$ cat src/rtl/axis_pixels_sched_if.sv
// Descriptor, DMA pixel and shifter-side streams of the pixel-input layer sequencer.
// The slave modport is the sequencer's view and the master modport is the surrounding logic's view.
interface axis_pixels_sched_if #(
  parameter int S_WIDTH        = 128,
  parameter int WORD_WIDTH     = 8,
  parameter int BITS_KH2       = 2,
  parameter int BITS_CI        = 10,
  parameter int BITS_XW        = 9,
  parameter int BITS_IM_BLOCKS = 5,
  parameter int BITS_BEATS     = 20
);
  logic                           cfg_valid;
  logic                           cfg_ready;
  logic [BITS_KH2-1:0]            cfg_kh2;
  logic [BITS_CI-1:0]             cfg_ci;
  logic [BITS_XW-1:0]             cfg_w;
  logic [BITS_IM_BLOCKS-1:0]      cfg_l;
  logic [BITS_BEATS-1:0]          cfg_beats;
  logic                           px_valid;
  logic                           px_ready;
  logic                           px_last;
  logic [S_WIDTH-1:0]             px_data;
  logic [S_WIDTH/WORD_WIDTH-1:0]  px_keep;
  logic                           m_valid;
  logic                           m_ready;
  logic                           m_last;
  logic [S_WIDTH-1:0]             m_data;
  logic [S_WIDTH/WORD_WIDTH-1:0]  m_keep;
  logic                           done;
  logic                           busy;
  logic                           err_last;
  logic [15:0]                    layers_done;

  modport slave (
    input  cfg_valid, cfg_kh2, cfg_ci, cfg_w, cfg_l, cfg_beats,
    input  px_valid, px_last, px_data, px_keep, m_ready, done,
    output cfg_ready, px_ready, m_valid, m_last, m_data, m_keep,
    output busy, err_last, layers_done
  );

  modport master (
    output cfg_valid, cfg_kh2, cfg_ci, cfg_w, cfg_l, cfg_beats,
    output px_valid, px_last, px_data, px_keep, m_ready, done,
    input  cfg_ready, px_ready, m_valid, m_last, m_data, m_keep,
    input  busy, err_last, layers_done
  );
endinterface

$ cat src/rtl/axis_pixels_sched.sv
// Layer sequencer: queued descriptor -> header beat -> N forwarded pixel beats -> wait for shifter done.
// Header 2 cycles after a push into an idle block; DATA is a zero-latency pass-through that honours m_ready.
module axis_pixels_sched #(
  parameter int S_WIDTH        = 128,
  parameter int WORD_WIDTH     = 8,
  parameter int BITS_KH2       = 2,
  parameter int BITS_CI        = 10,
  parameter int BITS_XW        = 9,
  parameter int BITS_IM_BLOCKS = 5,
  parameter int BITS_BEATS     = 20,
  parameter int DESC_DEPTH     = 4
) (
  input  logic                aclk,
  input  logic                aresetn,
  axis_pixels_sched_if.slave  bus
);
  localparam int HDR_W = BITS_KH2 + BITS_CI + BITS_XW + BITS_IM_BLOCKS;
  localparam int PTR_W = $clog2(DESC_DEPTH);

  if (HDR_W > S_WIDTH) begin : g_hdr_too_wide
    $error("axis_pixels_sched: header fields do not fit in S_WIDTH");
  end
  if (DESC_DEPTH < 2 || (DESC_DEPTH & (DESC_DEPTH - 1)) != 0) begin : g_bad_depth
    $error("axis_pixels_sched: DESC_DEPTH must be a power of 2 and at least 2");
  end
  if (S_WIDTH % WORD_WIDTH != 0) begin : g_bad_word
    $error("axis_pixels_sched: S_WIDTH must be a multiple of WORD_WIDTH");
  end

  typedef struct packed {
    logic [BITS_BEATS-1:0]     beats;
    logic [BITS_IM_BLOCKS-1:0] l;
    logic [BITS_XW-1:0]        w;
    logic [BITS_CI-1:0]        ci;
    logic [BITS_KH2-1:0]       kh2;
  } desc_t;

  typedef enum logic [1:0] {IDLE, HDR, DATA, DRAIN} state_t;

  desc_t                 mem [DESC_DEPTH];
  desc_t                 head;
  logic [PTR_W-1:0]      wr_ptr, rd_ptr;
  logic [PTR_W:0]        count, count_nxt;
  logic                  cfg_ready_q;
  state_t                state;
  logic [HDR_W-1:0]      hdr_q;
  logic [BITS_BEATS-1:0] cnt;
  logic                  done_pend, err_q, busy_q;
  logic [15:0]           layers_q;
  logic                  push, pop, last_beat, beat;

  assign push      = bus.cfg_valid & cfg_ready_q;
  assign pop       = (state == IDLE) && (count != '0);
  assign head      = mem[rd_ptr];
  assign last_beat = (cnt == BITS_BEATS'(1));
  assign beat      = (state == DATA) & bus.px_valid & bus.m_ready;

  always_comb begin
    count_nxt = count;
    if (push && !pop)
      count_nxt = count + (PTR_W + 1)'(1);
    else if (!push && pop)
      count_nxt = count - (PTR_W + 1)'(1);
  end

  always_ff @(posedge aclk) begin
    if (push)
      mem[wr_ptr] <= '{beats: bus.cfg_beats, l: bus.cfg_l, w: bus.cfg_w,
                       ci: bus.cfg_ci, kh2: bus.cfg_kh2};
  end

  always_ff @(posedge aclk) begin
    if (!aresetn) begin
      state       <= IDLE;
      wr_ptr      <= '0;
      rd_ptr      <= '0;
      count       <= '0;
      cfg_ready_q <= 1'b1;
      hdr_q       <= '0;
      cnt         <= '0;
      done_pend   <= 1'b0;
      err_q       <= 1'b0;
      busy_q      <= 1'b0;
      layers_q    <= '0;
    end else begin
      if (push)
        wr_ptr <= wr_ptr + PTR_W'(1);
      if (pop)
        rd_ptr <= rd_ptr + PTR_W'(1);
      count       <= count_nxt;
      // Registered from the next occupancy so the pop never reaches cfg_ready combinationally.
      cfg_ready_q <= (count_nxt != (PTR_W + 1)'(DESC_DEPTH));
      if (beat && (bus.px_last != last_beat))
        err_q <= 1'b1;

      case (state)
        IDLE: if (pop) begin
          hdr_q  <= {head.l, head.w, head.ci, head.kh2};
          cnt    <= (head.beats == '0) ? BITS_BEATS'(1) : head.beats;
          state  <= HDR;
          busy_q <= 1'b1;
        end
        HDR: begin
          if (bus.done)
            done_pend <= 1'b1;
          if (bus.m_ready)
            state <= DATA;
        end
        DATA: begin
          // A done coinciding with the final beat is remembered so DRAIN exits at once.
          if (bus.done)
            done_pend <= 1'b1;
          if (beat) begin
            cnt <= cnt - BITS_BEATS'(1);
            if (last_beat)
              state <= DRAIN;
          end
        end
        DRAIN: if (bus.done || done_pend) begin
          state     <= IDLE;
          busy_q    <= 1'b0;
          layers_q  <= layers_q + 16'd1;
          done_pend <= 1'b0;
        end
        default: state <= IDLE;
      endcase
    end
  end

  always_comb begin
    bus.m_valid  = 1'b0;
    bus.m_last   = 1'b0;
    bus.m_data   = '0;
    bus.m_keep   = '0;
    bus.px_ready = 1'b0;
    case (state)
      HDR: begin
        bus.m_valid = 1'b1;
        bus.m_data  = S_WIDTH'(hdr_q);
        bus.m_keep  = '1;
      end
      DATA: begin
        bus.m_valid  = bus.px_valid;
        bus.px_ready = bus.m_ready;
        bus.m_data   = bus.px_data;
        bus.m_keep   = bus.px_keep;
        bus.m_last   = last_beat;
      end
      default: ;
    endcase
  end

  assign bus.cfg_ready   = cfg_ready_q;
  assign bus.busy        = busy_q;
  assign bus.err_last    = err_q;
  assign bus.layers_done = layers_q;
endmodule

$ cat src/flat_wrapper.sv
// flat-port wrapper written by rule: the top's interface ports become plain ports
module axis_pixels_sched_flat 
#(
  parameter int S_WIDTH        = 128,
  parameter int WORD_WIDTH     = 8,
  parameter int BITS_KH2       = 2,
  parameter int BITS_CI        = 10,
  parameter int BITS_XW        = 9,
  parameter int BITS_IM_BLOCKS = 5,
  parameter int BITS_BEATS     = 20,
  parameter int DESC_DEPTH     = 4
)
  (aclk, aresetn, bus_cfg_valid, bus_cfg_kh2, bus_cfg_ci, bus_cfg_w, bus_cfg_l, bus_cfg_beats, bus_px_valid, bus_px_last, bus_px_data, bus_px_keep, bus_m_ready, bus_done, bus_cfg_ready, bus_px_ready, bus_m_valid, bus_m_last, bus_m_data, bus_m_keep, bus_busy, bus_err_last, bus_layers_done);
  axis_pixels_sched_if #(.S_WIDTH(S_WIDTH), .WORD_WIDTH(WORD_WIDTH), .BITS_KH2(BITS_KH2), .BITS_CI(BITS_CI), .BITS_XW(BITS_XW), .BITS_IM_BLOCKS(BITS_IM_BLOCKS), .BITS_BEATS(BITS_BEATS)) bus_i ();
  input  logic aclk;
  input  logic aresetn;
  input wire logic [$bits(bus_i.cfg_valid)-1:0] bus_cfg_valid;
  input wire logic [$bits(bus_i.cfg_kh2)-1:0] bus_cfg_kh2;
  input wire logic [$bits(bus_i.cfg_ci)-1:0] bus_cfg_ci;
  input wire logic [$bits(bus_i.cfg_w)-1:0] bus_cfg_w;
  input wire logic [$bits(bus_i.cfg_l)-1:0] bus_cfg_l;
  input wire logic [$bits(bus_i.cfg_beats)-1:0] bus_cfg_beats;
  input wire logic [$bits(bus_i.px_valid)-1:0] bus_px_valid;
  input wire logic [$bits(bus_i.px_last)-1:0] bus_px_last;
  input wire logic [$bits(bus_i.px_data)-1:0] bus_px_data;
  input wire logic [$bits(bus_i.px_keep)-1:0] bus_px_keep;
  input wire logic [$bits(bus_i.m_ready)-1:0] bus_m_ready;
  input wire logic [$bits(bus_i.done)-1:0] bus_done;
  output wire logic [$bits(bus_i.cfg_ready)-1:0] bus_cfg_ready;
  output wire logic [$bits(bus_i.px_ready)-1:0] bus_px_ready;
  output wire logic [$bits(bus_i.m_valid)-1:0] bus_m_valid;
  output wire logic [$bits(bus_i.m_last)-1:0] bus_m_last;
  output wire logic [$bits(bus_i.m_data)-1:0] bus_m_data;
  output wire logic [$bits(bus_i.m_keep)-1:0] bus_m_keep;
  output wire logic [$bits(bus_i.busy)-1:0] bus_busy;
  output wire logic [$bits(bus_i.err_last)-1:0] bus_err_last;
  output wire logic [$bits(bus_i.layers_done)-1:0] bus_layers_done;
  assign bus_i.cfg_valid = bus_cfg_valid;
  assign bus_i.cfg_kh2 = bus_cfg_kh2;
  assign bus_i.cfg_ci = bus_cfg_ci;
  assign bus_i.cfg_w = bus_cfg_w;
  assign bus_i.cfg_l = bus_cfg_l;
  assign bus_i.cfg_beats = bus_cfg_beats;
  assign bus_i.px_valid = bus_px_valid;
  assign bus_i.px_last = bus_px_last;
  assign bus_i.px_data = bus_px_data;
  assign bus_i.px_keep = bus_px_keep;
  assign bus_i.m_ready = bus_m_ready;
  assign bus_i.done = bus_done;
  assign bus_cfg_ready = bus_i.cfg_ready;
  assign bus_px_ready = bus_i.px_ready;
  assign bus_m_valid = bus_i.m_valid;
  assign bus_m_last = bus_i.m_last;
  assign bus_m_data = bus_i.m_data;
  assign bus_m_keep = bus_i.m_keep;
  assign bus_busy = bus_i.busy;
  assign bus_err_last = bus_i.err_last;
  assign bus_layers_done = bus_i.layers_done;
  axis_pixels_sched #(.S_WIDTH(S_WIDTH), .WORD_WIDTH(WORD_WIDTH), .BITS_KH2(BITS_KH2), .BITS_CI(BITS_CI), .BITS_XW(BITS_XW), .BITS_IM_BLOCKS(BITS_IM_BLOCKS), .BITS_BEATS(BITS_BEATS), .DESC_DEPTH(DESC_DEPTH)) u_core (.aclk(aclk), .aresetn(aresetn), .bus(bus_i));
endmodule
$ cat config.mk
export PLATFORM = sky130hd
export DESIGN_NAME = axis_pixels_sched_flat
export DESIGN_NICKNAME = d
export VERILOG_FILES = /design/src/rtl/axis_pixels_sched_if.sv /design/src/rtl/axis_pixels_sched.sv /design/src/flat_wrapper.sv
export SDC_FILE = /design/constraint.sdc
export NUM_CORES = 1
export LEC_CHECK = 0
export ABC_AREA = 1
export CORE_UTILIZATION = 48
export DETAILED_ROUTE_END_ITERATION = 12
export PLACE_DENSITY = 0.87
export SYNTH_ARGS = -nofsm -noshare
export SYNTH_HDL_FRONTEND = slang
export SYNTH_SLANG_ARGS = --single-unit
$ cat constraint.sdc
create_clock -name aclk -period 4.8 [get_ports aclk]
set_clock_uncertainty 0.15 [all_clocks]
set_input_delay 1.44 -clock aclk [delete_from_list [all_inputs] [get_ports aclk]]
set_output_delay 1.44 -clock aclk [all_outputs]
set_load 0.02 [all_outputs]
==> results of run 1 <==
per-stage QoR:
stage | instance area (um2) | instances | total power, mW
2_1_floorplan | 12100 | 1404 | 5.44
3_3_place_gp | 16000 | 2032 | 6.63
3_5_place_dp | 16000 | 2032 | 6.77
4_1_cts | 16900 | 2080 | 8.90
5_1_grt | 16900 | 2083 | 9.42
6_report | 16900 | 2083 | 8.91
cell usage after synthesis (14+ instances only):
library cell  instances
a21oi_1              78
buf_2                16
clkbuf_1             45
dfxtp_1              77
edfxtp_1            184
ha_1                 14
inv_1               192
nand2_1             346
nand3_1              55
nor2_1              161
o21ai_0             106
o21ai_1              15
o22ai_1              29
metal layers:
metal	wire (um)	up-vias	global-route usage [%]
met5	0	-	0
met4	1080	0	9.52
met3	2970	76	4.65
met2	18600	539	50.0
met1	13800	5115	32.8
li1	-	5242	-
logic make-up after synthesis:
group	after synthesis
adders and majority gates	14
AOI/OAI and AO/OA	255
buffers and inverters	275
xor gates and xnor gates	4
and+or+nand+nor	595
DFF	261
registers in the layout, summed over array words and instances, names as in the netlist, 2 cells and up, named ones only:
name / flops
u_core.mem: 184
u_core.hdr_q: 26
u_core.cnt: 20
u_core.bus.layers_done: 16
u_core.count: 3
u_core.rd_ptr: 2
u_core.state: 2
u_core.wr_ptr: 2
worst reg2reg max path: stages (launching register included):
cell,delay [ps]
dfxtp_1,320
inv_1,140
ha_4,460
buf_12,310
nand2_1,190
nor2_2,220
nor2_2,80
nor2_4,270
inv_2,210
a31oi_1,200
o21ai_0,120
o211ai_1,110
inv_1,50
final cells by class:
cell class,instances,area (um2),area share (%)
sequential,261,7070,41.7
inverter,201,754,4.45
tap,324,405,2.39
timing repair buffer,378,3790,22.4
antenna,3,7.51,0.0443
clock inverter,19,235,1.39
multi-input combinational,868,4010,23.7
clock buffer,29,672,3.97
how the worst min path moves through the flow:
| stage | endpoint | slack (ps) |
|---|---|---|
| 6_report | flip-flop | 320 |
| 5_1_grt | flip-flop | 330 |
| 4_1_cts | flip-flop | 320 |
| 3_5_place_dp | u_core.cnt[18] | 310 |
| 3_3_place_gp | u_core.cnt[18] | 290 |
| 2_1_floorplan | u_core.cnt[18] | 280 |
power groups by stage:
stage	clock network [mW]	logic [mW]	registers [mW]
floorplan	0	2.46	2.98
global placement	0	3.64	2.99
detailed placement	0	3.75	3.01
CTS	2.13	3.80	2.97
global route	2.22	4.19	3.01
finish	2.11	3.82	2.98
==> metrics.cfg, run 1 <==
[outcome]
outcome = finished clean

[floorplanning]
initial_core_util_pct = 49.5
num_rows = 57
core-area_um2 = 24500
dieArea_um2 = 25900
die_w_um = 161
io_pins = 363
die_h_um = 161

[yosys]
synth_area_leaders = edfxtp_1 45%, dfxtp_1 13%, nand2_1 11%, inv_1 5.9%, nor2_1 5.0%
seq_area_frac_synth_pct = 58.2
synth_top_area_cell = edfxtp_1
synthAdderAreaFrac_pct = 1.44
postSynthAreaPerCell_um2 = 8.65
synth-xor-area-share_pct = 0.288
synthMuxAreaShare_pct = 0
yosys.area_share.simple_pct = 19.6
syn_area_um2 = 12100
synth_seq_cells = 261
synthDistinctLibCells = 35
synth_edf_count = 184
synth_top_area_share_pct = 45.5
synth-compound-area-share_pct = 11.3
synth_top_family_by_area = simple AND/OR/NAND/NOR gates
synth_ff_type = edfxtp_1
async_flop_share_pct = 0
netlist_instances = 1404
syn_nets = 1615
yosys_warnings = 0

[clocking]
cts.clk_slew.worst_paths_ps = 60
root_buffer = clkbuf_16
worstSkewPairLatency_ps = 550
ctsHoldBuffers = 0
ctsHtreeMaxLevel = 1
cts_buffers = 26
cts_tree = done
ctsResizeCount = 0
post_cts_buffers = 0
clockBufferDepth = 3
cts.sinks = 261

[power_and_ir_drop]
power_frac_seq_pct = 33.4
peakVddDrop_uv = 402
switching_share_pct = 39.7
p_clk_share_pct = 23.7
comb_power_share_pct = 42.9
power_switching_mw = 3.54
p_int_mw = 5.37
powerDensity_nw_per_um2 = 526
p_leak_nw = 7.08

[timing]
post-route-min-period_ps = 4460
period_share_pct = 92.9
hold_viol_final = 0
tns_ps = 0
rsz0062_at_grt = false
tightest_slew_ps = 1100
final_max_slew_viol_count = 0
timing.fmax_mhz = 224
fin_ws_ps = 342
finalSetupViolCount = 0
slew-limit-headroom_pct = 26.8
hold_slack_ps = 318

[detailed_routing]
post_drt_via_cell_ratio = 5.27
ant_nets = 0
wl_um = 36500
route.vias.total = 11000
drt-pass1-iter-count = 5
drc = 0
wl_per_cell_um = 17.5
drtIter0Drc = 1040

[setup_path]
critical_path_buf_inv_count = 2
cp_max_fo = 1
setup.worst_path.start_class = primary input
path_common_cell = clkdlybuf4s50_1
crit_cells = 4
endpoint_kind = output port
critPathRequiredTime_ps = 3210
r2r_setup_slack_ps = 1870
criticalPathCategory = primary input to output port
worstPathArrival_ps = 2870
ff2ff_path_depth = 12
crit_chain = clkdlybuf4s50_1, nand2_1, a21oi_1, clkdlybuf4s50_1
crit_start = bus_px_data[17]
cp-endpoint = bus_m_data[17]
crit-reg2reg-launch = u_core.state[0]
r2r-end = u_core.cnt[5]
critical-path-max-stage-delay_ps = 660
critPathTopFamily = buffers and inverters
critPathSlowestCell = clkdlybuf4s50_1

[placement]
post-place-ws_ps = 366
hpwl_um = 24800
port_buffers = 362
place_congestion = 0.869

[cells_and_area]
area_growth_pct = 39.5
final.fill_count = 1801
drive_gt1_share_pct = 4.73
nets = 1947
final_cell_mix = 362 x clkdlybuf4s50_1, 346 x nand2_1, 192 x inv_1
final_common_cell = clkdlybuf4s50_1
final_util_pct = 69.1

[hold_path]
min_delay_path_depth = 1
min_path_type = flip-flop to flip-flop
min-delay-start = u_core.rd_ptr[0]

[global_route]
gr-total-overflow = 0
grt_max_degree = 93
grt_pass1_wl_um = 56300
grt.total_usage_pct = 27.5
grt_pass1_vias = 10700
antenna_found_initial = 3

[job]
cap_violations = 0

(Power assumes the default switching activity.)
==> run 2, diff against run 1 <==
--- a/config.mk
+++ b/config.mk
@@ -6,9 +6,9 @@
 export NUM_CORES = 1
 export LEC_CHECK = 0
 export ABC_AREA = 1
-export CORE_UTILIZATION = 48
+export CORE_UTILIZATION = 43
 export DETAILED_ROUTE_END_ITERATION = 12
-export PLACE_DENSITY = 0.87
+export PLACE_DENSITY = 0.83
 export SYNTH_ARGS = -nofsm -noshare
 export SYNTH_HDL_FRONTEND = slang
 export SYNTH_SLANG_ARGS = --single-unit
==> constraint.sdc (replaced) <==
create_clock -name aclk -period 3.75 [get_ports aclk]
set_clock_uncertainty 0.15 [all_clocks]
set_input_delay 1.125 -clock aclk [delete_from_list [all_inputs] [get_ports aclk]]
set_output_delay 1.125 -clock aclk [all_outputs]
set_load 0.02 [all_outputs]
==> run 2 against run 1 <==
Critical path depth stayed put. Utilization is 7.1 points lower. Clock-buffer cell count grew 1. Hold slack lost 1.3 ps. Sequential power increased by 28%. Register-to-register slack got worse by 720 ps. Final cell count is 3.5% higher. Worst setup slack worse by 270 ps. Sequential share of layout area fell by 0.63 points. Wire length fell by 2.3%. First-iteration DRC count decreased by 30%. Largest power group unchanged. Highest routed layer unchanged.
==> metrics.cfg, run 2 (synthesis gave the netlist of run 1 again) <==
[floorplanning]
die_w_um = 170  ; +5.6%
dieArea_um2 = 28900  ; +11%
initial_core_util_pct = 43.7  ; -5.8 points
core-area_um2 = 27800  ; +13%
num_rows = 61  ; +7.0%
die_h_um = 170  ; +5.6%
io_pins = 363  ; unchanged

[power_and_ir_drop]
p_clk_share_pct = 24.5  ; +0.8 points
switching_share_pct = 39.1  ; -0.59 points
power_switching_mw = 4.50  ; +27%
power_frac_seq_pct = 33.0  ; -0.4 points
peakVddDrop_uv = 461  ; +15%
p_int_mw = 7.02  ; +31%
comb_power_share_pct = 42.5  ; -0.4 points
powerDensity_nw_per_um2 = 670  ; +27%
p_leak_nw = 7.39  ; +4.4%

[setup_path]
worstPathArrival_ps = 2410  ; -460 ps
critical-path-max-stage-delay_ps = 610  ; -50 ps
critical_path_buf_inv_count = 3  ; +1
critPathTopFamily = buffers and inverters
critPathSlowestCell = clkdlybuf4s50_1
path_common_cell = clkdlybuf4s50_1
cp_max_fo = 1  ; unchanged
critPathRequiredTime_ps = 2470  ; -740 ps
crit_chain = clkdlybuf4s50_1, nand2_1, inv_1, clkdlybuf4s50_1
criticalPathCategory = primary input to output port
endpoint_kind = output port
setup.worst_path.start_class = primary input

[clocking]
cts_buffers = 26  ; unchanged
cts.clk_slew.worst_paths_ps = 60  ; about the same
root_buffer = clkbuf_16
clockBufferDepth = 3  ; unchanged
cts.sinks = 261  ; unchanged
ctsHtreeMaxLevel = 1  ; unchanged
worstSkewPairLatency_ps = 550  ; about the same
ctsHoldBuffers = 0  ; unchanged
cts_tree = done

[cells_and_area]
final_util_pct = 61.9  ; -7.1 points
top_register = u_core.mem
drive_gt1_share_pct = 5.59  ; +0.87 points
final.fill_count = 2224  ; +23%
reg.largest.list = u_core.mem: 184 flops, u_core.hdr_q: 26 flops, u_core.cnt: 20 flops
regArea_um2 = 7070  ; unchanged
largest_register_ffs = 184  ; unchanged
final_cell_mix = 346 x nand2_1, 318 x clkdlybuf4s50_1, 192 x inv_1
final_common_cell = nand2_1
multiInputGateArea_um2 = 4010  ; about the same
final-instance-count-excl-fill = 2155  ; +3.5%
nets = 1961  ; +0.72%
area_growth_pct = 41.7

[timing]
rsz0062_at_grt = false
tightest_slew_ps = 1100  ; -1.92 ps
hold_viol_final = 0  ; unchanged
post-route-min-period_ps = 3680
finalSetupViolCount = 0  ; unchanged
timing.fmax_mhz = 272
final_max_slew_viol_count = 0  ; unchanged
tns_ps = 0  ; unchanged
period_share_pct = 98.2
hold_slack_ps = 316  ; -1.31 ps
slew-limit-headroom_pct = 26.4  ; -0.32 points
fin_ws_ps = 69.2  ; -273 ps

[detailed_routing]
wl_per_cell_um = 16.6  ; -5.5%
drc = 0  ; unchanged
drt-pass1-iter-count = 5  ; unchanged
ant_nets = 0  ; unchanged
post_drt_via_cell_ratio = 5.07  ; -3.7%
drtIter0Drc = 728  ; -30%
route.vias.total = 10900  ; -0.35%
wl_um = 35700  ; -2.3%

[placement]
hpwl_um = 24100  ; -3.1%
post-place-ws_ps = -15.2  ; -381 ps
place_congestion = 0.863  ; -0.68%
port_buffers = 362  ; unchanged
numPlacedInstances = 2096  ; +3.1%

[job]
cap_violations = 0  ; unchanged

[global_route]
grt_pass1_wl_um = 53900  ; -4.3%
antenna_found_initial = 8  ; +5
grt.total_usage_pct = 23.8  ; -3.7 points
grt_max_degree = 93  ; unchanged
grt_pass1_vias = 10500  ; -1.7%
gr-total-overflow = 0  ; unchanged

[hold_path]
min_path_type = flip-flop to flip-flop

[outcome]
outcome = finished clean

[run 2: path summary, 6_finish.rpt]
path                    from              endpoint  slack (ps)  depth (start not counted)
max          bus_px_data[30]        bus_m_data[30]          70                          4
min           u_core.cnt[18]        u_core.cnt[18]         320                          2
max reg2reg  u_core.count[0]  u_core.bus.cfg_ready        1150                         13
min reg2reg   u_core.cnt[18]        u_core.cnt[18]         320                          2
[run 2: routing by layer]
metal	vias to the layer above	routed length [um]	global-route usage [%]	part of all wire, %
met5	-	0	0	0
met4	0	1130	11.9	3.2
met3	79	2980	4.58	8.4
met2	512	18400	43.4	52
met1	5069	13200	26.5	37
li1	5274	-	-	-
[run 2: power groups by stage]
stage          sequential [mW]  clock, mW  combinational, mW
4_1_cts                   3.80       2.86               4.85
3_3_place_gp              3.83          0               4.68
5_1_grt                   3.85       2.95               5.42
2_1_floorplan             3.81          0               3.15
6_report                  3.80       2.82               4.90
3_5_place_dp              3.85          0               4.84
[run 2: worst register-to-register path: stages (launching register included)]
cell,delay (ps)
dfxtp_1,390
inv_1,90
ha_1,210
nand2_1,70
nand2_1,50
buf_4,250
inv_2,570
nand2_1,150
inv_1,110
nand2_1,50
nand2_1,70
o21ai_0,80
a21oi_1,160
nand3_1,90
[run 2: through the flow]
| step | total power [mW] | instance area (um2) |
|---|---|---|
| finish | 11.5 | 17200 |
| global route | 12.2 | 17200 |
| CTS | 11.5 | 17200 |
| detailed placement | 8.69 | 16200 |
| global placement | 8.51 | 16200 |
| floorplan | 6.96 | 12100 |
[run 2: area by class of cell]
class	count	area share, %
repair buffers	392	22.9
flip-flops and latches	261	41.1
well taps	378	2.75
inverters	201	4.39
diodes	7	0.102
clock inverters	18	1.58
clock buffers	30	3.93
multi-input cells	868	23.3
[run 2: repair_timing]
action,CTS,global route
pin swaps,0,0
endpoints found under the setup margin,119,7
resized for setup,45,3
gates cloned,0,1
buffers inserted,3,0
